===== src/rtl/sub_sub_d_ser_if.sv =====
// Handshake and serial-output bundle between an upstream word source and sub_sub_d_ser.
// master drives words in; slave is the serialiser.
interface sub_sub_d_ser_if #(
  parameter int WIDTH = 8
) ();
  logic [WIDTH-1:0] testi1_sub_data;
  logic             testi1_sub_valid;
  logic             testo1_sub_ready;
  logic             testo1_sub_d;
  logic             testo1_sub_clk_d;
  logic             testo1_sub_busy;
  logic             testo1_sub_done;

  modport master (
    output testi1_sub_data,
    output testi1_sub_valid,
    input  testo1_sub_ready,
    input  testo1_sub_d,
    input  testo1_sub_clk_d,
    input  testo1_sub_busy,
    input  testo1_sub_done
  );

  modport slave (
    input  testi1_sub_data,
    input  testi1_sub_valid,
    output testo1_sub_ready,
    output testo1_sub_d,
    output testo1_sub_clk_d,
    output testo1_sub_busy,
    output testo1_sub_done
  );
endinterface


===== src/rtl/sub_sub_d_ser.sv =====
// sub_sub_d_ser: serialises a word as SETUP/GATE/HOLD bit slots for a downstream latch.
// Build macro SUB_SUB_D_PARITY_EN appends an even-parity bit after the data bits.
module sub_sub_d_ser #(
  parameter int WIDTH       = 8,
  parameter int GATE_CYCLES = 1,
  parameter bit MSB_FIRST   = 1'b1
) (
  input  logic           testi1_sub_clk,
  input  logic           testi1_sub_rst,
  sub_sub_d_ser_if.slave bus
);
`ifdef SUB_SUB_D_PARITY_EN
  localparam int NBITS = WIDTH + 1;
`else
  localparam int NBITS = WIDTH;
`endif
  localparam int CW = $clog2(NBITS + 1);
  localparam int GW = (GATE_CYCLES > 1) ? $clog2(GATE_CYCLES) : 1;

  localparam logic [1:0] IDLE  = 2'd0;
  localparam logic [1:0] SETUP = 2'd1;
  localparam logic [1:0] GATE  = 2'd2;
  localparam logic [1:0] HOLD  = 2'd3;

  logic [1:0]       state_q, state_d;
  logic [NBITS-1:0] shreg_q, shreg_d;
  logic [CW-1:0]    cnt_q, cnt_d;
  logic [GW-1:0]    gcnt_q, gcnt_d;
  logic             ser_q, ser_d;
  logic             gate_q, gate_d;
  logic             done_q, done_d;
  logic             accept;
  logic [NBITS-1:0] load_word;

  assign accept = bus.testi1_sub_valid && (state_q == IDLE);

`ifdef SUB_SUB_D_PARITY_EN
  // Parity sits in the slot that is shifted out last, whichever end that is.
  generate
    if (MSB_FIRST) begin : g_load_msb
      assign load_word = {bus.testi1_sub_data, ^bus.testi1_sub_data};
    end else begin : g_load_lsb
      assign load_word = {^bus.testi1_sub_data, bus.testi1_sub_data};
    end
  endgenerate
`else
  assign load_word = bus.testi1_sub_data;
`endif

  function automatic logic head_bit(input logic [NBITS-1:0] s);
    return MSB_FIRST ? s[NBITS-1] : s[0];
  endfunction

  always_comb begin
    state_d = state_q;
    shreg_d = shreg_q;
    cnt_d   = cnt_q;
    gcnt_d  = gcnt_q;
    done_d  = 1'b0;
    case (state_q)
      IDLE: begin
        if (accept) begin
          state_d = SETUP;
          shreg_d = load_word;
          cnt_d   = CW'(NBITS);
        end
      end
      SETUP: begin
        state_d = GATE;
        gcnt_d  = GW'(GATE_CYCLES - 1);
      end
      GATE: begin
        if (gcnt_q == '0) begin
          state_d = HOLD;
        end else begin
          gcnt_d = gcnt_q - 1'b1;
        end
      end
      HOLD: begin
        if (cnt_q == CW'(1)) begin
          state_d = IDLE;
          cnt_d   = '0;
          shreg_d = '0;
          done_d  = 1'b1;
        end else begin
          // The only point where the presented bit advances.
          state_d = SETUP;
          cnt_d   = cnt_q - 1'b1;
          shreg_d = MSB_FIRST ? (shreg_q << 1) : (shreg_q >> 1);
        end
      end
      default: state_d = IDLE;
    endcase
    gate_d = (state_d == GATE);
    ser_d  = (state_d == IDLE) ? 1'b0 : head_bit(shreg_d);
  end

  always_ff @(posedge testi1_sub_clk or posedge testi1_sub_rst) begin
    if (testi1_sub_rst) begin
      state_q <= IDLE;
      shreg_q <= '0;
      cnt_q   <= '0;
      gcnt_q  <= '0;
      ser_q   <= 1'b0;
      gate_q  <= 1'b0;
      done_q  <= 1'b0;
    end else begin
      state_q <= state_d;
      shreg_q <= shreg_d;
      cnt_q   <= cnt_d;
      gcnt_q  <= gcnt_d;
      ser_q   <= ser_d;
      gate_q  <= gate_d;
      done_q  <= done_d;
    end
  end

  assign bus.testo1_sub_ready = (state_q == IDLE);
  assign bus.testo1_sub_busy  = (state_q != IDLE);
  assign bus.testo1_sub_d     = ser_q;
  assign bus.testo1_sub_clk_d = gate_q;
  assign bus.testo1_sub_done  = done_q;
endmodule

===== src/flat_wrapper.sv =====
// flat-port wrapper written by rule: the top's interface ports become plain ports
module sub_sub_d_ser_flat 
#(
  parameter int WIDTH       = 8,
  parameter int GATE_CYCLES = 1,
  parameter bit MSB_FIRST   = 1'b1
)
  (testi1_sub_clk, testi1_sub_rst, bus_testi1_sub_data, bus_testi1_sub_valid, bus_testo1_sub_ready, bus_testo1_sub_d, bus_testo1_sub_clk_d, bus_testo1_sub_busy, bus_testo1_sub_done);
  sub_sub_d_ser_if #(.WIDTH(WIDTH)) bus_i ();
  input  logic testi1_sub_clk;
  input  logic testi1_sub_rst;
  input wire logic [$bits(bus_i.testi1_sub_data)-1:0] bus_testi1_sub_data;
  input wire logic [$bits(bus_i.testi1_sub_valid)-1:0] bus_testi1_sub_valid;
  output wire logic [$bits(bus_i.testo1_sub_ready)-1:0] bus_testo1_sub_ready;
  output wire logic [$bits(bus_i.testo1_sub_d)-1:0] bus_testo1_sub_d;
  output wire logic [$bits(bus_i.testo1_sub_clk_d)-1:0] bus_testo1_sub_clk_d;
  output wire logic [$bits(bus_i.testo1_sub_busy)-1:0] bus_testo1_sub_busy;
  output wire logic [$bits(bus_i.testo1_sub_done)-1:0] bus_testo1_sub_done;
  assign bus_i.testi1_sub_data = bus_testi1_sub_data;
  assign bus_i.testi1_sub_valid = bus_testi1_sub_valid;
  assign bus_testo1_sub_ready = bus_i.testo1_sub_ready;
  assign bus_testo1_sub_d = bus_i.testo1_sub_d;
  assign bus_testo1_sub_clk_d = bus_i.testo1_sub_clk_d;
  assign bus_testo1_sub_busy = bus_i.testo1_sub_busy;
  assign bus_testo1_sub_done = bus_i.testo1_sub_done;
  sub_sub_d_ser #(.WIDTH(WIDTH), .GATE_CYCLES(GATE_CYCLES), .MSB_FIRST(MSB_FIRST)) u_core (.testi1_sub_clk(testi1_sub_clk), .testi1_sub_rst(testi1_sub_rst), .bus(bus_i));
endmodule

===== config.mk =====
export PLATFORM = sky130hd
export DESIGN_NAME = sub_sub_d_ser_flat
export DESIGN_NICKNAME = d
export VERILOG_FILES = /design/src/rtl/sub_sub_d_ser_if.sv /design/src/rtl/sub_sub_d_ser.sv /design/src/flat_wrapper.sv
export SDC_FILE = /design/constraint.sdc
export NUM_CORES = 1
export LEC_CHECK = 0
export ABC_AREA = 0
export ABC_CLOCK_PERIOD_IN_PS = 1900
export CORE_MARGIN = 2
export CORE_UTILIZATION = 49
export DETAILED_ROUTE_END_ITERATION = 10
export PLACE_DENSITY = 0.78
export SYNTH_ARGS = -nofsm -noshare
export SYNTH_HDL_FRONTEND = slang
export SYNTH_SLANG_ARGS = --single-unit

===== constraint.sdc =====
create_clock -name testi1_sub_clk -period 1.9 [get_ports testi1_sub_clk]
set_input_delay 0.38 -clock testi1_sub_clk [delete_from_list [all_inputs] [get_ports testi1_sub_clk]]
set_output_delay 0.38 -clock testi1_sub_clk [all_outputs]
set_load 0.01 [all_outputs]

==> reports/qor.tcl <==
set qor(outcome) {completed}
set qor(critPathArrivalTime_ps) 1820
set qor(most_common_cell_after_layout_fill_and_taps_aside) {dfrtp_1}
set qor(finalHoldWorstSlack_ps) 395
set qor(yosysSeqAreaShare_pct) 50.0
set qor(postSynthRegisterBits) 17
set qor(cp_slowest_cell) {o311a_1}
set qor(min-delay-path-class) {input pin to asynchronous set/reset pin}
set qor(cts_tree) {built}
set qor(port_buffers) 15
set qor(final_layout_size_suffix_gt1_share_pct) 11.7
set qor(synthesis.area_per_instance_um2) 10.4
set qor(cap_viol_max_count) 0
set qor(synth-edff-count) 0
set qor(worst-endpoint-required_ps) 2100
set qor(dpl.cell_count) 114
set qor(cts.reportedPaths.clkPinSlew_ps) 90
set qor(postSynth.asyncResetShare_pct) 100
set qor(layout.nets) 120
set qor(drt_drc_violations_left) 0
set qor(worst-slew-pin-transition_ps) 293
set qor(fp-row-count) 15
set qor(cts_buffer_depth) 2
set qor(via_count_of_the_first_global_routing_pass) 617
set qor(die_area_um2) 2090
set qor(global_route.usage.total_pct) 16.6
set qor(setup_ws_ps) 280
set qor(path_cells) {buf_4 -> ha_1 -> inv_1 -> o311a_1 -> a221oi_2}
set qor(initial_utilization_pct) 50.9
set qor(grt_pass1_wl_mm) 2.51
set qor(worst-r2r-setup-slack_ps) 280
set qor(num-fill-cells) 131
set qor(drt-vias-per-instance) 5.57
set qor(worst-r2r-cell-count) 5
set qor(clock-root-buffer) {clkbuf_4}
set qor(final_antenna_net_count) 0
set qor(synthDominantAreaCellType) {dfrtp_1}
set qor(antenna_cells_inserted) 0
set qor(grt_max_degree) 18
set qor(ys.warnings.count) 0
set qor(clock_insertion_delay_worst_skew_ps) 280
set qor(maxClockFrequency_mhz) 617
set qor(fin_crit_sh_pct) 85.3
set qor(path_class) {flop to flop}
set qor(place_hpwl_mm) 1.20
set qor(finalWorstPathRequiredPeriod_ps) 1620
set qor(synthesis.area_um2) 851
set qor(timing.setup.tns_ps) 0
set qor(routed_wl_mm) 1.57
set qor(netlist-cell-type-count) 30
set qor(synth_cells) 82
set qor(postLayoutCoreUtil_pct) 64.0
set qor(synth_ff_type) {dfrtp_1}
set qor(cts.hold.buffers_added) 0
set qor(synth_top_cell_area_share_pct) 50.0
set qor(tritoncts_num_sinks) 17
set qor(multi_input_comb_area_um2) 365
set qor(unrepaired_setup_endpoints_after_global_routing) {false}
set qor(final_setup_viols) 0
set qor(postSynthNetCount) 98
set qor(relSlewSlack_pct) 80.5
set qor(num_vias) 668
set qor(dr.pass1.iters) 4
set qor(htreeDepth) 1
set qor(layoutNonFillerInstCount) 120
set qor(power_density_nw_per_um2) 1580
set qor(timing_hold_violations_final) 0
set qor(post_drt_wl_per_cell_um) 13.1
set qor(die_y_um) 45.7
set qor(syn_to_final_growth_pct) 25.6
set qor(grt_antenna_before_repair) 0
set qor(cellLeakagePower_nw) 0.498
set qor(place_ws_ps) 132
set qor(tritoncts.num_buffers) 3
set qor(path_max_fanout) 9
set qor(drv_slew) 0
set qor(die_w_um) 45.7
set qor(place.gp.congestion) 0.763
set qor(design.core.area_um2) 1670
set qor(ioPinCount) 16
set qor(timing.critical_path.slowest_cell_delay_ps) 390
set qor(worstSetupStartpointType) {flop}
set qor(final_cell_mix) {17 x dfrtp_1, 13 x clkdlybuf4s50_1, 10 x inv_1, 10 x o21ai_0, 8 x nand2_1}
set qor(synth.top_cells.by_area) {dfrtp_1 50%, ha_1 7.4%, o21ai_0 5.9%}
set qor(global_route.overflow_total) 0
set qor(vdd.ir_drop.worst_mv) 0.892
set qor(seqCellArea_um2) 425
set qor(finalClockSkew_ps) 1.89
set qor(drt-initial-drc-count) 9
set qor(setup.worst_path.end_class) {flop}
## critical path, delay by kind of cell (launching register included)
| kind | cells | cell delay, ps |
|---|---|---|
| adder cells (fa/ha/maj) | 1 | 320 |
| flip-flops | 1 | 350 |
| AO/OA/AOI/OAI | 2 | 610 |
| buffers and inverters | 2 | 260 |
## per-layer routing
metal | up-vias | global-route usage [%] | share of wire (%)
li1 | 334 | - | -
met1 | 319 | 20.9 | 45
met2 | 13 | 28.7 | 51
met3 | 2 | 2.38 | 3.0
met4 | 0 | 5.88 | 0.89
met5 | - | 0 | 0
## layout make-up
| cell class | count | area share [%] |
|---|---|---|
| repair buffers | 20 | 18.0 |
| multi-input cells | 52 | 34.2 |
| well taps | 17 | 1.99 |
| inverters | 10 | 3.51 |
| clock buffers | 4 | 2.46 |
| flip-flops and latches | 17 | 39.8 |
## cell families after synthesis
group / share of synthesized area (%)
buffers and inverters: 7.06
multiplexers: 2.50
AND/OR/NAND/NOR: 12.8
AO/OA/AOI/OAI: 20.3
adder cells (fa/ha/maj): 7.35
flip-flops: 50.0
## state kept, by name, summed over array words and instances, names as in the netlist
| register | count |
|---|---|
| u_core.shreg_q | 8 |
| u_core.bus.testo1_sub_d | 1 |
| u_core.cnt_q | 4 |
| u_core.bus.testo1_sub_done | 1 |
| u_core.bus.testo1_sub_clk_d | 1 |
| u_core.state_q | 2 |
## report_power, final
group | internal, mW | switching (mW) | leakage (nW)
logic | 0.407 | 0.478 | 0.261
clock network | 0.0815 | 0.108 | 0.0150
registers | 0.523 | 0.0893 | 0.222
total | 1.01 | 0.675 | 0.498
## what timing repair did
action | 4_1_cts | 5_1_grt
setup endpoints to repair | 2 | 2
setup buffers | 2 | 0
gates resized for setup | 0 | 2
pin swaps | 0 | 0
## path summary, 6_finish.rpt
check | startpoint | to
max | u_core.state_q[0] | u_core.bus.testo1_sub_d
min | testi1_sub_rst | u_core.cnt_q[2]
max reg2reg | u_core.state_q[0] | u_core.bus.testo1_sub_d
min reg2reg | u_core.shreg_q[0] | u_core.shreg_q[0]
max in group asynchronous | testi1_sub_rst | u_core.state_q[1]
min in group testi1_sub_clk | u_core.shreg_q[0] | u_core.shreg_q[0]
## cell usage after synthesis (all sizes together) (2+ instances only)
library cell / n
nand2: 8
nand3: 2
ha: 5
o21ai: 11
or3b: 2
inv: 10
nor2: 2
dfrtp: 17
buf: 2
a22oi: 6
## through the flow
stage | total power, mW | instance area (µm²)
2_1_floorplan | 1.23 | 851
3_3_place_gp | 1.44 | 1020
3_5_place_dp | 1.48 | 1020
4_1_cts | 1.71 | 1060
5_1_grt | 1.84 | 1070
6_report | 1.69 | 1070
No activity file was read; power rests on OpenSTA's default activity.
